**config.mk**
```make
export PLATFORM = sky130hd
export DESIGN_NAME = btn_event_ctrl
export DESIGN_NICKNAME = d
export VERILOG_FILES = /design/src/rtl/btn_event_ctrl.sv
export SDC_FILE = /design/constraint.sdc
export NUM_CORES = 1
export LEC_CHECK = 0
export CORE_UTILIZATION = 50
export CTS_CLUSTER_SIZE = 14
export DETAILED_ROUTE_END_ITERATION = 10
export PLACE_DENSITY = 0.68
export SLEW_MARGIN = 20
export SYNTH_ARGS = -nofsm -noshare
export SYNTH_HDL_FRONTEND = slang
export SYNTH_SLANG_ARGS = --single-unit
```
**constraint.sdc**
```tcl
create_clock -name clk -period 3.1 [get_ports clk]
set_clock_uncertainty 0.2 [all_clocks]
set_input_delay 0.31 -clock clk [delete_from_list [all_inputs] [get_ports clk]]
set_output_delay 0.31 -clock clk [all_outputs]
set_load 0.05 [all_outputs]
```
**src/rtl/btn_event_ctrl.sv**
```systemverilog
`timescale 1ns/1ps
`default_nettype none
// ============================================================================
// Module   : btn_event_ctrl
// Brief    : Button synchroniser/debouncer with a press-event FIFO.
// Revision : 1.0
// ============================================================================
module btn_event_ctrl #(
  parameter int DEBOUNCE_CYCLES = 50000,
  parameter int CNT_W           = 16,
  parameter int FIFO_DEPTH      = 4,
  parameter bit ACTIVE_LOW      = 1'b1
) (
  input  logic                          clk,
  input  logic                          reset,
  input  logic [3:0]                    btnRaw,
  input  logic                          pop,
  output logic [3:0]                    btnLevel,
  output logic [3:0]                    evtData,
  output logic                          evtValid,
  output logic [$clog2(FIFO_DEPTH):0]   evtCount,
  output logic                          overflow,
  input  logic                          clrOvf
);

  localparam int                 c_aw      = $clog2(FIFO_DEPTH);
  localparam logic [CNT_W-1:0]   c_cnt_max = CNT_W'(DEBOUNCE_CYCLES - 1);
  localparam logic [c_aw:0]      c_depth   = (c_aw + 1)'(FIFO_DEPTH);

  logic [3:0]       w_n;
  logic [3:0]       r_s1;
  logic [3:0]       r_s2;
  logic [3:0]       r_st;
  logic [3:0]       w_press;
  logic [CNT_W-1:0] r_cnt [4];

  logic [3:0]       r_mem [FIFO_DEPTH];
  logic [c_aw-1:0]  r_wp;
  logic [c_aw-1:0]  r_rp;
  logic [c_aw:0]    r_count;
  logic             r_ovf;

  logic             w_push;
  logic             w_empty;
  logic             w_full;
  logic             w_do_push;
  logic             w_do_pop;
  logic             w_drop;

  assign w_n = ACTIVE_LOW ? ~btnRaw : btnRaw;

  always_ff @(posedge clk or posedge reset) begin
    if (reset) begin
      r_s1 <= '0;
      r_s2 <= '0;
    end else begin
      r_s1 <= w_n;
      r_s2 <= r_s1;
    end
  end

  // Per-bit debounce: the count restarts whenever the input agrees with st again.
  always_ff @(posedge clk or posedge reset) begin
    if (reset) begin
      r_st <= '0;
      for (int i = 0; i < 4; i++) r_cnt[i] <= '0;
    end else begin
      for (int i = 0; i < 4; i++) begin
        if (r_s2[i] == r_st[i]) begin
          r_cnt[i] <= '0;
        end else if (r_cnt[i] != c_cnt_max) begin
          r_cnt[i] <= r_cnt[i] + 1'b1;
        end else begin
          r_st[i]  <= r_s2[i];
          r_cnt[i] <= '0;
        end
      end
    end
  end

  always_comb begin
    w_press = '0;
    for (int i = 0; i < 4; i++) begin
      w_press[i] = r_s2[i] && !r_st[i] && (r_cnt[i] == c_cnt_max);
    end
  end

  assign w_push    = |w_press;
  assign w_empty   = (r_count == '0);
  assign w_full    = (r_count == c_depth);
  assign w_do_pop  = pop && !w_empty;
  // A pop on the same edge frees a slot, so a full queue still accepts the push.
  assign w_do_push = w_push && (!w_full || w_do_pop);
  assign w_drop    = w_push && w_full && !w_do_pop;

  always_ff @(posedge clk or posedge reset) begin
    if (reset) begin
      r_wp    <= '0;
      r_rp    <= '0;
      r_count <= '0;
      r_ovf   <= 1'b0;
      for (int i = 0; i < FIFO_DEPTH; i++) r_mem[i] <= '0;
    end else begin
      if (w_do_push) begin
        r_mem[r_wp] <= w_press;
        r_wp        <= r_wp + 1'b1;
      end
      if (w_do_pop) begin
        r_rp <= r_rp + 1'b1;
      end
      case ({w_do_push, w_do_pop})
        2'b10:   r_count <= r_count + 1'b1;
        2'b01:   r_count <= r_count - 1'b1;
        default: r_count <= r_count;
      endcase
      if (w_drop) begin
        r_ovf <= 1'b1;
      end else if (clrOvf) begin
        r_ovf <= 1'b0;
      end
    end
  end

  assign btnLevel = r_st;
  assign evtValid = !w_empty;
  assign evtData  = w_empty ? 4'b0000 : r_mem[r_rp];
  assign evtCount = r_count;
  assign overflow = r_ovf;

endmodule
`default_nettype wire

```
# [Word level (Yosys, flattened, before mapping)]
# Cells that the tools add are included.
[word_totals] reg_bits=100 in_bits=8 output_inout_bits=13 word_cells=102
[classes] addsub=8 magnitude_cmp=3 n_eq_ne=15 muxes=18 bitwise=11 reduce_logical=29
[ops] op="2-to-1 mux 16 bit" n=8
[ops] op="adder 16 x 1 -> 16 bit, second input constant" n=4
[ops] op="== test 16 bit, second input constant" n=4
[ops] op="!= test 16 bit, second input constant" n=4
[ops] op="bitwise mux 16 bit" n=1
[ops] op="2-to-1 mux 4 bit" n=4
[ops] op="logical AND 1 bit" n=13
[ops] op="binary-select mux 4 bit (select 2 bit)" n=1
[ops] op="demux 4 bit (select 2 bit)" n=1
[ops] op="inverter 1 bit" n=8
[ops] op="AND reduction 2 bit" n=4
[ops] op="zero test 1 bit" n=7
[ops] op=">= comparator 3 bit, second input constant" n=2
[ops] op="inverter 2 -> 3 bit" n=2
[ops] op="one-hot mux 3 bit (2 select lines)" n=1
[ops] op="adder 2 x 1 -> 2 bit, second input constant" n=2
[ops] op="== test 1 bit" n=4
[ops] op="inverter 4 bit" n=1
[ops] op="nonzero test 2 bit" n=2
[ops] op="OR reduction 4 bit" n=1
[ops] op="adder 3 x 1 -> 3 bit, second input constant" n=1
[ops] op="== test 3 bit, second input constant" n=1
[ops] op="zero test 3 bit" n=1
[ops] op="less-than comparator 3 x 1 -> 1 bit, second input constant" n=1
[ops] op="other kinds (5)" n=6

# [Logic depth before layout (Yosys ltp)]
[depth] word_depth=7 depth_mapped=11 mapped_depth_nobuf=10

# [Least setup slack after synthesis]
# No wires, ideal clock.
[synth_timing] path_kind="register to register" startpoint="register r_count[2] (netlist: evtCount[2])" endpoint="register r_count[2] (netlist: evtCount[2])" setup_ns=0.131 t_arrival_ns=2.597 required_time_ns=2.769 path_slack_ns=0.172 path_stages_with_launch=10 period_less_slack_ns=2.928 path_cell_list="dfrtp_1 buf_6 or3_1 clkbuf_1 nand2_1 nor2_1 fa_1 or3b_1 nand3_1 o211ai_1"
[synth_via] elab_chain_cells=7
[synth_lines] item="start, declared" line_no="40" source="logic [c_aw:0] r_count;"
[synth_lines] item="start signal, assigned" line_no="112" source="2'b10: r_count <= r_count + 1'b1;"
[synth_lines] item="start signal, assigned" line_no="113" source="2'b01: r_count <= r_count - 1'b1;"
[synth_lines] item="start signal, assigned" line_no="114" source="default: r_count <= r_count;"
[synth_lines] item="zero test 3 bit *" line_no="89" source="assign w_empty = (r_count == '0);"
[synth_lines] item="zero test 1 bit *"
[synth_lines] item="named net evtValid" line_no="20" source="output logic evtValid,"
[synth_lines] item="logical AND 1 bit *" line_no="91" source="assign w_do_pop = pop && !w_empty;"
[synth_lines] item="logical OR 1 bit" line_no="93" source="assign w_do_push = w_push && (!w_full || w_do_pop);"
[synth_lines] item="logical AND 1 bit" line_no="93"
[synth_lines] item="== test 2 x 1 -> 1 bit / == test 2 bit (equally long branches)" line_no="111" source="case ({w_do_push, w_do_pop})"
[synth_lines] item="one-hot mux 3 bit (2 select lines) / nonzero test 2 bit (equally long branches)"
# Mark *: on every way through the listed nets, which the timed path passes. The rest lies on a longest branch.
# A chain may end at the register's enable or synchronous reset.

# [Worst setup path after layout]
[layout_timing] startpoint="register r_cnt[36] (netlist bit)" endpoint="register r_count[2] (netlist: evtCount[2])"
[layout_via] elab_chain_cells=6
[layout_lines] item="start, declared" line_no="35" source="logic [CNT_W-1:0] r_cnt [4];"
[layout_lines] item="start signal, assigned by index" line_no="72" source="r_cnt[i] <= r_cnt[i] + 1'b1;"
[layout_lines] item="== test 16 bit *" line_no="84" source="w_press[i] = r_s2[i] && !r_st[i] && (r_cnt[i] == c_cnt_max);"
[layout_lines] item="logical AND 1 bit *" line_no="84"
[layout_lines] item="OR reduction 4 bit *" line_no="88" source="assign w_push = |w_press;"
[layout_lines] item="logical AND 1 bit *" line_no="93"
[layout_lines] item="== test 2 x 1 -> 1 bit / == test 2 bit (equally long branches)" line_no="111"
[layout_lines] item="one-hot mux 3 bit (2 select lines) / nonzero test 2 bit (equally long branches)"
# Mark *: on every way between the ends. The rest lies on a longest branch, timed or not.

==> summary.md <==
| Metric | Value |
|---|---|
| Outcome | finished clean |
| Core Util, Final | 58.38% |
| Reg-to-Reg End | evtCount[2]$_DFFE_PP0P_ |
| Initial antenna violation count | 0 |
| Post-synth EDFFs | 0 |
| GRT overflow | 0 |
| CORE AREA | 9415 µm² |
| CP required | 3190 ps |
| Critical path cell sequence | or4b_4 > nor4_2 > or4_4 > nor2_1 > fa_1 > nor4b_1 > a21oi_1 > o211ai_1 |
| RSZ-0062 raised after global routing | false |
| Routed len/inst | 13.54 µm |
| Relative slew slack | 66.25% |
| Reg2Reg Depth | 8 |
| CTS buffer count | 9 |
| Cell with the most instances after synthesis | dfrtp_1 |
| Root buffer cell | clkbuf_8 |
| Post-DR vias/cell | 5.202 |
| Ys flop type | dfrtp_1 |
| Post-Route WL | 8640 µm |
| Synthesized flop and latch total | 100 |
| Period utilization | 93.35% |
| Pin count of the biggest net entering global routing | 58 |
| Global Route Usage Sum | 19.29% |
| YS warnings | 0 |
| CP top delay family | simple AND/OR/NAND/NOR gates |
| Yosys cell types | 46 |
| Top cells by area, synth | dfrtp_1 (51%), nor2_1 (5.8%), xnor2_1 (5.1%) |
| TritonCTS clock tree | built |
| Max stage delay cell, worst path | or4b_4 |
| Highest clock rate | 0.3455 GHz |
| Post-Syn Area per Cell | 10.28 µm² |
| Critical Path Stages | 8 |
| CTS max path bufs | 2 |
| Top-area cell type share of the netlist area | 50.62% |
| Top post-synthesis cells by count | dfrtp_1 (100), nor2_1 (76), nand2_1 (36) |
| Starting Density | 52.50% |
| Final setup TNS | 0 ps |
| Post-CTS Setup Inserts | 0 |
| Min Tclk post-route | 2894 ps |
| Chip Height | 101.4 µm |
| Final-report hold violation count | 0 |
| Register Area | 2502 µm² |
| Dpl hpwl | 6176 µm |
| Die area | 10290 µm² |
| Global-route wire length before repair | 15280 µm |
| Worst-skew pair later-pin latency | 370 ps |
| Startpoint types | register |
| Area Growth Syn to Fin | 11.19% |
| VDD IR-drop max | 289.2 µV |
| Post-synth ARST share | 100.0% |
| Clock tree sinks | 100 |
| Pre-antenna DRT Iters | 4 |
| Crit-path max FO | 5 |
| Fill count | 805 |
| Diode count | 0 |
| Vias | 3319 |
| Crit-path max cell delay | 580 ps |
| Syn Std Cell Area | 4943 µm² |
| Power Density | 489.6 nW/µm² |
| H-Tree Depth | 3 |
| R2r setup slk | 210 ps |
| Max-cap violations | 0 |
| Tot Pwr | 2.691 mW |
| Sequential share of the synthesized area | 50.62% |
| Crit Path Category | register to register |
| Number of remaining DRC errors | 0 |
| Die X | 101.4 µm |
| Reg clk slew, reported paths | 90 ps |
| Fin. max-slew vios | 0 |
| WP buf/inv | 0 |
| Number of port buffers | 20 |
| Post-DRT Antenna Nets | 0 |
| Leak pwr | 2.421 nW |
| Multi-input gate area | 2266 µm² |
| Syn Inst Count | 481 |
| Hold WC Path Type | input pin to asynchronous set/reset pin |
| Gpl congestion | 0.8274 |
| Num ports | 21 |
| Number of global-route vias before repair | 3312 |
| Worst r2r src | r_cnt[36]$_DFF_PP0_ |
| Nets | 525 |
| Arrival time worst endpoint | 2990 ps |
| FP Rows | 35 |
| Worst-Margin Slew | 504.6 ps |
| Net Count, Synth | 502 |
| Iter 0 DRT Violations | 110 |
| CP endpoint kind | register |
| Cell taking the most area after synthesis | dfrtp_1 |
| Final setup fails | 0 |
| Layout cells sized above 1 | 10.41% |
[registers in the layout (all words and copies together), names as in the netlist]
name	flops
r_rp	2
r_s2	4
evtCount	3
r_wp	2
btnLevel	4
r_mem	16
r_cnt	64
r_s1	4
overflow	1
[per-layer routing]
layer,wire length [µm],track usage (%)
met3,229,4.417
met5,0,0
met2,3946,29.57
met4,135,7.581
met1,4328,26.78
[per-stage QoR]
step	instance area, µm²	cells	hold WS [ps]	setup slack, ps
5_1_grt	5497	638	151.1	47.43
3_5_place_dp	5288	622	137.0	150.2
4_1_cts	5484	638	113.7	133.5
2_1_floorplan	4947	481	131.2	172.3
6_report	5497	638	107.8	206.0
3_3_place_gp	5288	622	134.6	197.5
[worst max-delay path by stage]
stage                              endpoint  slack [ps]                    start
floorplan           evtCount[2]$_DFFE_PP0P_         170  evtCount[2]$_DFFE_PP0P_
global placement    evtCount[2]$_DFFE_PP0P_         200      r_cnt[36]$_DFF_PP0_
detailed placement  evtCount[2]$_DFFE_PP0P_         150      r_cnt[36]$_DFF_PP0_
CTS                 evtCount[2]$_DFFE_PP0P_         130      r_cnt[36]$_DFF_PP0_
global route        evtCount[2]$_DFFE_PP0P_          50      r_cnt[36]$_DFF_PP0_
finish              evtCount[2]$_DFFE_PP0P_         210      r_cnt[36]$_DFF_PP0_
[report_power, final]
| group | total [mW] | internal (mW) | switching (mW) |
|---|---|---|---|
| logic | 0.418 | 0.164 | 0.253 |
| clock network | 0.841 | 0.420 | 0.421 |
| registers | 1.43 | 1.35 | 0.0835 |
| total | 2.69 | 1.93 | 0.758 |
[timing repair]
item | CTS | global route
endpoints found under the hold margin | 0 | 0
endpoints found under the setup margin | 0 | 1
resized for setup | 0 | 2
hold buffers | 0 | 0
[worst reg2reg max path: cells and delay by family, from the launching register on]
| kind | cells | cell delay (ps) |
|---|---|---|
| DFF | 1 | 440 |
| adders and majority gates | 1 | 440 |
| AOI/OAI and AO/OA | 2 | 230 |
| and+or+nand+nor | 5 | 1510 |
[placed cells by master, fill, tap and decap left out, drive strengths merged, types with 6 or more instances in the layout]
| master | netlist | layout |
|---|---|---|
| nor4 | 6 | 6 |
| or3 | 8 | 8 |
| and3 | 10 | 10 |
| dfrtp | 100 | 100 |
| nor2 | 76 | 76 |
| clkdlybuf4s50 | 0 | 20 |
| xor2 | 27 | 27 |
| clkbuf | 5 | 15 |
| nand2 | 39 | 39 |
| xnor2 | 29 | 29 |
| nor3 | 6 | 6 |
| inv | 31 | 30 |
| o21ai | 22 | 22 |
| a21oi | 10 | 10 |
| nand4 | 12 | 12 |
| ha | 12 | 12 |
| nand3 | 32 | 32 |
| or4b | 8 | 8 |
[final cells by class]
class,count,share of cell area [%]
Tap cell,129,2.936
Sequential cell,100,45.53
Clock buffer,15,3.028
Multi-Input combinational cell,337,41.22
Inverter,31,2.185
Clock inverter,1,0.5463
Timing Repair Buffer,25,4.553
[kinds of logic (layout without fill, tap and decap cells)]
family / count (synthesis) / count (layout) / synth area share (%)
flip-flops: 100 / 100 / 50.62
adder cells (fa/ha/maj): 13 / 13 / 3.442
multiplexers: 6 / 6 / 2.329
buffers and inverters: 44 / 72 / 3.797
XOR/XNOR: 56 / 56 / 10.07
AO/OA/AOI/OAI: 40 / 40 / 4.505
AND/OR/NAND/NOR: 222 / 222 / 25.23
Power figures use the tool's default switching activity.
